[src/rtl/fpga_config_writer_pkg.sv]
// rtl/fpga_config_writer_pkg.sv - shared image layout, state encoding and record types
// Used by both the configuration writer and the image reader.
package fpga_config_writer_pkg;

  localparam logic [31:0] CFG_MAGIC = 32'h41544746;

  localparam int HDR_SIZE  = 16;
  localparam int HDR_WORDS = 4;
  localparam int REC_SIZE  = 44;
  localparam int REC_WORDS = 11;

  // Header byte offsets
  localparam int HDR_MAGIC_OFF   = 0;
  localparam int HDR_VERSION_OFF = 4;
  localparam int HDR_COUNT_OFF   = 8;
  localparam int HDR_TS_OFF      = 12;

  // Record byte offsets, relative to the record base
  localparam int REC_SWITCH_OFF = 0;
  localparam int REC_HOST_OFF   = 4;
  localparam int REC_LIP_OFF    = 8;
  localparam int REC_PIP_OFF    = 12;
  localparam int REC_PORT_OFF   = 16;
  localparam int REC_QP_OFF     = 20;
  localparam int REC_MAC0_OFF   = 24;
  localparam int REC_MAC1_OFF   = 28;
  localparam int REC_MAC2_OFF   = 32;
  localparam int REC_UP_OFF     = 36;
  localparam int REC_RSVD_OFF   = 40;

  typedef enum logic [2:0] {
    ST_IDLE,
    ST_INVALIDATE,
    ST_ACCEPT,
    ST_WRITE_CONN,
    ST_WRITE_HDR,
    ST_DONE
  } cfg_state_t;

  typedef struct packed {
    logic [31:0] switch_id;
    logic [31:0] host_id;
    logic [31:0] local_ip;
    logic [31:0] peer_ip;
    logic [15:0] local_port;
    logic [15:0] peer_port;
    logic [15:0] local_qp;
    logic [15:0] peer_qp;
    logic [47:0] local_mac;
    logic [47:0] peer_mac;
    logic        up;
  } conn_rec_t;

  typedef logic [REC_WORDS-1:0][31:0] rec_words_t;

endpackage

[src/rtl/fpga_config_record_pack.sv]
// rtl/fpga_config_record_pack.sv - combinational connection record to 11-word packing
// MAC addresses are laid out byte-serially (first octet at the lowest byte address).
module fpga_config_record_pack
  import fpga_config_writer_pkg::*;
(
  input  conn_rec_t  rec,
  output rec_words_t words
);

  always_comb begin
    words = '0;
    words[REC_SWITCH_OFF/4] = rec.switch_id;
    words[REC_HOST_OFF/4]   = rec.host_id;
    words[REC_LIP_OFF/4]    = rec.local_ip;
    words[REC_PIP_OFF/4]    = rec.peer_ip;
    words[REC_PORT_OFF/4]   = {rec.peer_port, rec.local_port};
    words[REC_QP_OFF/4]     = {rec.peer_qp, rec.local_qp};
    words[REC_MAC0_OFF/4]   = {rec.local_mac[23:16], rec.local_mac[31:24],
                               rec.local_mac[39:32], rec.local_mac[47:40]};
    words[REC_MAC1_OFF/4]   = {rec.peer_mac[39:32], rec.peer_mac[47:40],
                               rec.local_mac[7:0], rec.local_mac[15:8]};
    words[REC_MAC2_OFF/4]   = {rec.peer_mac[7:0], rec.peer_mac[15:8],
                               rec.peer_mac[23:16], rec.peer_mac[31:24]};
    words[REC_UP_OFF/4]     = {24'h0, 7'h0, rec.up};
    words[REC_RSVD_OFF/4]   = 32'h0;
  end

endmodule

[src/rtl/fpga_config_writer.sv]
// rtl/fpga_config_writer.sv - writes a configuration image (header + connection records) to memory
// The magic word is invalidated first and written last so a partial image is never trusted.
module fpga_config_writer
  import fpga_config_writer_pkg::*;
#(
  parameter int          MAX_CONNECTIONS = 64,
  parameter int          ADDR_WIDTH      = 32,
  parameter int          DATA_WIDTH      = 32,
  parameter logic [31:0] CFG_VERSION     = 32'h1
) (
  input  logic                  clk,
  input  logic                  rst,
  input  logic                  start,
  input  logic                  commit,
  input  logic [31:0]           timestamp_in,
  input  logic                  conn_wr_valid,
  output logic                  conn_wr_ready,
  input  logic [31:0]           conn_switch_id,
  input  logic [31:0]           conn_host_id,
  input  logic [31:0]           conn_local_ip,
  input  logic [31:0]           conn_peer_ip,
  input  logic [15:0]           conn_local_port,
  input  logic [15:0]           conn_peer_port,
  input  logic [15:0]           conn_local_qp,
  input  logic [15:0]           conn_peer_qp,
  input  logic [47:0]           conn_local_mac,
  input  logic [47:0]           conn_peer_mac,
  input  logic                  conn_up,
  output logic [ADDR_WIDTH-1:0] mem_addr,
  output logic [DATA_WIDTH-1:0] mem_wdata,
  output logic                  mem_we,
  output logic                  busy,
  output logic                  done,
  output logic                  overflow_error,
  output logic [6:0]            conn_count
);

  localparam logic [6:0] MAX_CNT = 7'(MAX_CONNECTIONS);

  cfg_state_t state, next_state;
  conn_rec_t  in_rec, rec;
  rec_words_t rec_words;

  logic [3:0]  word_idx;
  logic [1:0]  hdr_idx;
  logic        pend_commit;
  logic [31:0] ts_reg;
  logic [6:0]  count;
  logic        ovf;

  logic                  transfer, start_ok, last_word, last_hdr;
  logic [ADDR_WIDTH-1:0] rec_addr, hdr_addr;
  logic [31:0]           hdr_data;

  assign in_rec = '{switch_id:  conn_switch_id,  host_id:   conn_host_id,
                    local_ip:   conn_local_ip,   peer_ip:   conn_peer_ip,
                    local_port: conn_local_port, peer_port: conn_peer_port,
                    local_qp:   conn_local_qp,   peer_qp:   conn_peer_qp,
                    local_mac:  conn_local_mac,  peer_mac:  conn_peer_mac,
                    up:         conn_up};

  fpga_config_record_pack u_pack (
    .rec   (rec),
    .words (rec_words)
  );

  assign conn_wr_ready  = (state == ST_ACCEPT) && (count < MAX_CNT);
  assign transfer       = conn_wr_valid && conn_wr_ready;
  assign start_ok       = start && ((state == ST_IDLE) || (state == ST_DONE));
  assign last_word      = (word_idx == 4'(REC_WORDS - 1));
  assign last_hdr       = (hdr_idx == 2'(HDR_WORDS - 1));
  assign done           = (state == ST_DONE);
  assign overflow_error = ovf;
  assign conn_count     = count;

  assign rec_addr = ADDR_WIDTH'(HDR_SIZE)
                  + ADDR_WIDTH'(count) * ADDR_WIDTH'(REC_SIZE)
                  + ADDR_WIDTH'({word_idx, 2'b00});

  // Magic goes out last so a reader never sees a header before its fields are valid
  always_comb begin
    hdr_addr = ADDR_WIDTH'(HDR_MAGIC_OFF);
    hdr_data = CFG_MAGIC;
    case (hdr_idx)
      2'd0: begin hdr_addr = ADDR_WIDTH'(HDR_VERSION_OFF); hdr_data = CFG_VERSION;     end
      2'd1: begin hdr_addr = ADDR_WIDTH'(HDR_COUNT_OFF);   hdr_data = {25'h0, count}; end
      2'd2: begin hdr_addr = ADDR_WIDTH'(HDR_TS_OFF);      hdr_data = ts_reg;         end
      default: ;
    endcase
  end

  always_ff @(posedge clk or posedge rst) begin
    if (rst) state <= ST_IDLE;
    else     state <= next_state;
  end

  always_comb begin
    next_state = state;
    mem_we     = 1'b0;
    mem_addr   = '0;
    mem_wdata  = '0;
    busy       = 1'b0;
    case (state)
      ST_IDLE, ST_DONE: begin
        if (start) next_state = ST_INVALIDATE;
      end
      ST_INVALIDATE: begin
        mem_we     = 1'b1;
        mem_addr   = ADDR_WIDTH'(HDR_MAGIC_OFF);
        busy       = 1'b1;
        next_state = ST_ACCEPT;
      end
      ST_ACCEPT: begin
        if (transfer)    next_state = ST_WRITE_CONN;
        else if (commit) next_state = ST_WRITE_HDR;
      end
      ST_WRITE_CONN: begin
        mem_we    = 1'b1;
        mem_addr  = rec_addr;
        mem_wdata = DATA_WIDTH'(rec_words[word_idx]);
        busy      = 1'b1;
        if (last_word) next_state = (pend_commit || commit) ? ST_WRITE_HDR : ST_ACCEPT;
      end
      ST_WRITE_HDR: begin
        mem_we    = 1'b1;
        mem_addr  = hdr_addr;
        mem_wdata = DATA_WIDTH'(hdr_data);
        busy      = 1'b1;
        if (last_hdr) next_state = ST_DONE;
      end
      default: next_state = ST_IDLE;
    endcase
  end

  always_ff @(posedge clk or posedge rst) begin
    if (rst) begin
      rec         <= '0;
      word_idx    <= '0;
      hdr_idx     <= '0;
      pend_commit <= 1'b0;
      ts_reg      <= '0;
      count       <= '0;
      ovf         <= 1'b0;
    end else begin
      if (start_ok) begin
        count       <= '0;
        ovf         <= 1'b0;
        pend_commit <= 1'b0;
      end
      if (transfer) begin
        rec      <= in_rec;
        word_idx <= '0;
      end
      if ((state == ST_ACCEPT) && conn_wr_valid && (count == MAX_CNT)) ovf <= 1'b1;
      // A commit that arrives with a record is deferred until that record is written
      if ((state == ST_ACCEPT) && commit) begin
        ts_reg      <= timestamp_in;
        hdr_idx     <= '0;
        pend_commit <= transfer;
      end
      if (state == ST_WRITE_CONN) begin
        word_idx <= last_word ? 4'd0 : word_idx + 4'd1;
        if (commit && !pend_commit) begin
          pend_commit <= 1'b1;
          ts_reg      <= timestamp_in;
        end
        if (last_word) begin
          count <= count + 7'd1;
          if (pend_commit || commit) begin
            pend_commit <= 1'b0;
            hdr_idx     <= '0;
          end
        end
      end
      if (state == ST_WRITE_HDR) hdr_idx <= hdr_idx + 2'd1;
    end
  end

endmodule

[config.mk]
export PLATFORM = sky130hd
export DESIGN_NAME = fpga_config_writer
export DESIGN_NICKNAME = d
export VERILOG_FILES = /design/src/rtl/fpga_config_writer_pkg.sv /design/src/rtl/fpga_config_record_pack.sv /design/src/rtl/fpga_config_writer.sv
export SDC_FILE = /design/constraint.sdc
export NUM_CORES = 1
export LEC_CHECK = 0
export BUFFER_PORTS_ARGS = -buffer_cell sky130_fd_sc_hd__buf_4
export CORE_MARGIN = 5
export CORE_UTILIZATION = 55
export DETAILED_ROUTE_END_ITERATION = 10
export PLACE_DENSITY = 0.8
export SLEW_MARGIN = 0
export SYNTH_ARGS = -nofsm -noshare
export SYNTH_HDL_FRONTEND = slang
export SYNTH_HIERARCHICAL = 1
export SYNTH_SLANG_ARGS = --single-unit
export TNS_END_PERCENT = 100
[constraint.sdc]
create_clock -name clk -period 12.8 [get_ports clk]
set_input_delay 0.64 -clock clk [delete_from_list [all_inputs] [get_ports clk]]
set_output_delay 0.64 -clock clk [all_outputs]
set_load 0.01 [all_outputs]
==> results by group <==
Run status
  • Status: complete, no violations

Floorplanning
  • Die Y: 200 um
  • Cell Rows: 69
  • Die width: 200 um
  • Initial core utilization: 55.9%
  • Die Footprint: 40100 um^2
  • I/O pin count: 402
  • Core area: 35700 um^2

Timing
  • Tmin final: 4.90 ns
  • Worst Clk Skew: 0.0159 ns
  • Worst slew pin tran: 1.16 ns
  • RSZ-0062 raised after global routing: false
  • Final setup viols: 0
  • Final hold slack: 0.294 ns
  • Final hold vios: 0
  • Slew HR: 22.2%
  • Fmax: 0.204 GHz
  • Period utilization: 38.3%
  • Total negative slack: 0 ns
  • Max-slew violations: 0

Synth
  • Post-synthesis compound-gate area fraction: 5.33%
  • Synth Warn #: 6
  • Yosys cell types: 63
  • Post-synth EDFFs: 0
  • Synth area leader: dfrtp_1
  • Post-Synthesis Cells: 1610
  • Simple-gate share of the synthesized area: 3.25%
  • Mapped Avg Cell Area: 12.4 um^2
  • FFs w/ async S/R, synth: 100%
  • Largest cells by area after synthesis: dfrtp_1 (43%), mux2_2 (15%), buf_4 (15%), mux4_2 (7.2%), mux2i_1 (3.4%)
  • Largest family of logic cells by synthesized area: multiplexers
  • Post-synthesis xor/xnor area fraction: 0.440%
  • Register area share after synthesis: 42.6%
  • Adder-Cell Fraction of Synth Area: 2.64%
  • Commonest cells in the synthesized netlist: buf_4 (400), dfrtp_1 (339), mux2_2 (268), mux2i_1 (68), mux4_2 (64)
  • Number of synthesized register bits: 339
  • Main synth FF type: dfrtp_1
  • Synth Cell Area: 19900 um^2
  • Top-count cell post-synth: buf_4
  • Yosys top cell area share: 42.6%
  • Post-synthesis mux area share: 28.8%

Drt
  • First-pass iteration count of the detailed router: 4
  • Wire per inst: 21.6 um
  • Iter 0 DRT Violations: 536
  • Final Routed Wirelength: 46.6 mm
  • Vias per inst: 5.46
  • Vias: 11800
  • Drc violations: 0
  • Post-DRT Antenna Nets: 0

Global route
  • Vias in the first global route: 12800
  • Initial antenna violation count: 5
  • First-pass GRT wire length: 73.1 mm
  • GRT Overall Usage: 22.8%
  • Pin count of the biggest net entering global routing: 140
  • GR Overflow Total: 0

Clock tree
  • TritonCTS clock tree: done
  • Resized cells post-CTS: 0
  • Worst-Skew Late Latency: 0.52 ns
  • Cts hold-fix bufs: 0
  • Post-CTS Setup Repair Bufs: 0
  • Root Driver: clkbuf_16
  • Clock-pin slew on the worst setup and hold paths: 0.06 ns
  • H-tree levels: 2
  • Clock buffer depth: 3
  • CTS sink count: 339
  • Num CTS Buffers: 38

Setup path
  • WP data required: 12.16 ns
  • Setup slack, reg-to-reg: 9.26 ns
  • Reg2reg end: rec[130]
  • CP endpoint kind: output port
  • Worst-path maximum fanout: 44
  • Worst r2r src: state[1]
  • Critical path data arrival time: 4.26 ns
  • Crit path launch type: flip-flop
  • Worst Reg2Reg Path Length in Cells: 5
  • WS Path Type: flip-flop to output port

Final layout
  • Fin nets: 2032
  • Fraction of layout cells with a size suffix above 1: 47.6%
  • Area growth syn-to-layout: 9.83%
  • Largest register FFs: 289
  • Fillers: 2746

Power
  • Leakage: 10.1 nW
  • Sw Pwr: 1.69 mW
  • Combinational power share: 39.4%
  • Worst VDD drop: 0.000122 V
  • Flop pwr share: 37.7%
  • Net Sw Frac: 32.6%
  • Cell internal pwr: 3.50 mW
  • Pwr Density: 237 nW/um^2
  • Clk network pwr share: 22.9%

Min path
  • HP Class: input pin to async pin

Placed design
  • GPL Wtd Cong: 0.838
  • Port bufs: 381
  • Hpwl dp: 34.5 mm

Run
  • Max_cap viols: 0
[layout make-up]
class	instances	area (um^2)	share of cell area, %
multi-input combinational	871	8390	38.3
sequential	339	8490	38.8
clock buffer	47	1030	4.69
antenna	2	5.00	0.0229
clock inverter	20	335	1.53
timing repair buffer	393	2960	13.5
inverter	24	97.6	0.446
tap	461	577	2.64
[power groups by stage]
| stage | Clock, mW | Combinational [mW] | Sequential, mW |
|---|---|---|---|
| floorplan | 0 | 2.20 | 1.82 |
| global placement | 0 | 2.00 | 1.94 |
| detailed placement | 0 | 2.06 | 1.98 |
| CTS | 1.21 | 2.07 | 1.96 |
| global route | 1.26 | 2.22 | 2.02 |
| finish | 1.19 | 2.04 | 1.96 |
[metrics by stage]
step	util (%)	instances	power, mW	area (um^2)	worst slack [ns]
global placement	57.5	2088	3.93	20500	8.51
floorplan	-	1691	4.02	20200	2.77
global route	61.4	2157	5.51	21900	7.50
CTS	61.4	2155	5.24	21900	7.80
detailed placement	57.5	2088	4.04	20500	8.36
finish	61.4	2157	5.19	21900	7.90
[worst max path at each step]
stage,slack (ns),end,depth (start not counted),from
2_1_floorplan,2.77,conn_count[0],1,rst
3_3_place_gp,8.51,mem_addr[11],12,word_idx[0]
3_5_place_dp,8.36,mem_addr[11],12,word_idx[0]
4_1_cts,7.80,mem_addr[11],12,word_idx[0]
5_1_grt,7.50,mem_addr[11],12,word_idx[0]
6_report,7.90,mem_addr[11],12,word_idx[0]
[per-layer routing]
metal / share of wire (%) / GRT usage, %
met1: 42 / 30.1
met2: 48 / 36.9
met3: 6.9 / 6.37
met4: 3.1 / 7.28
met5: 0.092 / 0
[critical path, cell delays in order (launching register included)]
cell,delay (ns)
dfrtp_4,0.78
buf_4,0.71
ha_1,0.28
ha_1,0.20
inv_1,0.07
fa_1,0.37
nor2b_1,0.17
o21ai_0,0.10
nand2b_1,0.11
nand3_1,0.16
or3_1,0.36
a21oi_1,0.18
buf_4,0.15
[layout by cell type, fill, tap and decap left out, types with 3 or more instances in the layout]
cell       count
buf_4        392
dfrtp_1      337
mux2_2       268
conb_1        83
mux2i_1       68
mux4_2        64
nor2_1        58
mux2_1        53
a21oi_1       39
clkbuf_16     39
o22ai_1       34
ha_1          34
nand2_1       23
o21ai_0       23
inv_1         22
a22o_1        16
a221o_1        9
bufinv_16      9
nand3_1        8
clkinv_2       8
nor3_1         7
clkbuf_1       6
and2_1         5
xor2_1         5
xnor2_1        5
fa_1           5
nor3b_1        4
nand2b_1       4
a221oi_1       4
nor2b_1        3
o21a_1         3
a21o_1         3
or3_1          3
a22oi_1        3
[cell families (layout without fill, tap and decap cells)]
family / after synthesis / in the layout
compound gates: 156 / 156
buf+inv: 481 / 484
mux: 453 / 453
flops: 339 / 339
simple gates: 130 / 130
xor+xnor: 10 / 10
fa+ha+maj: 39 / 39
other cells: 2 / 85
(Power assumes the default switching activity.)
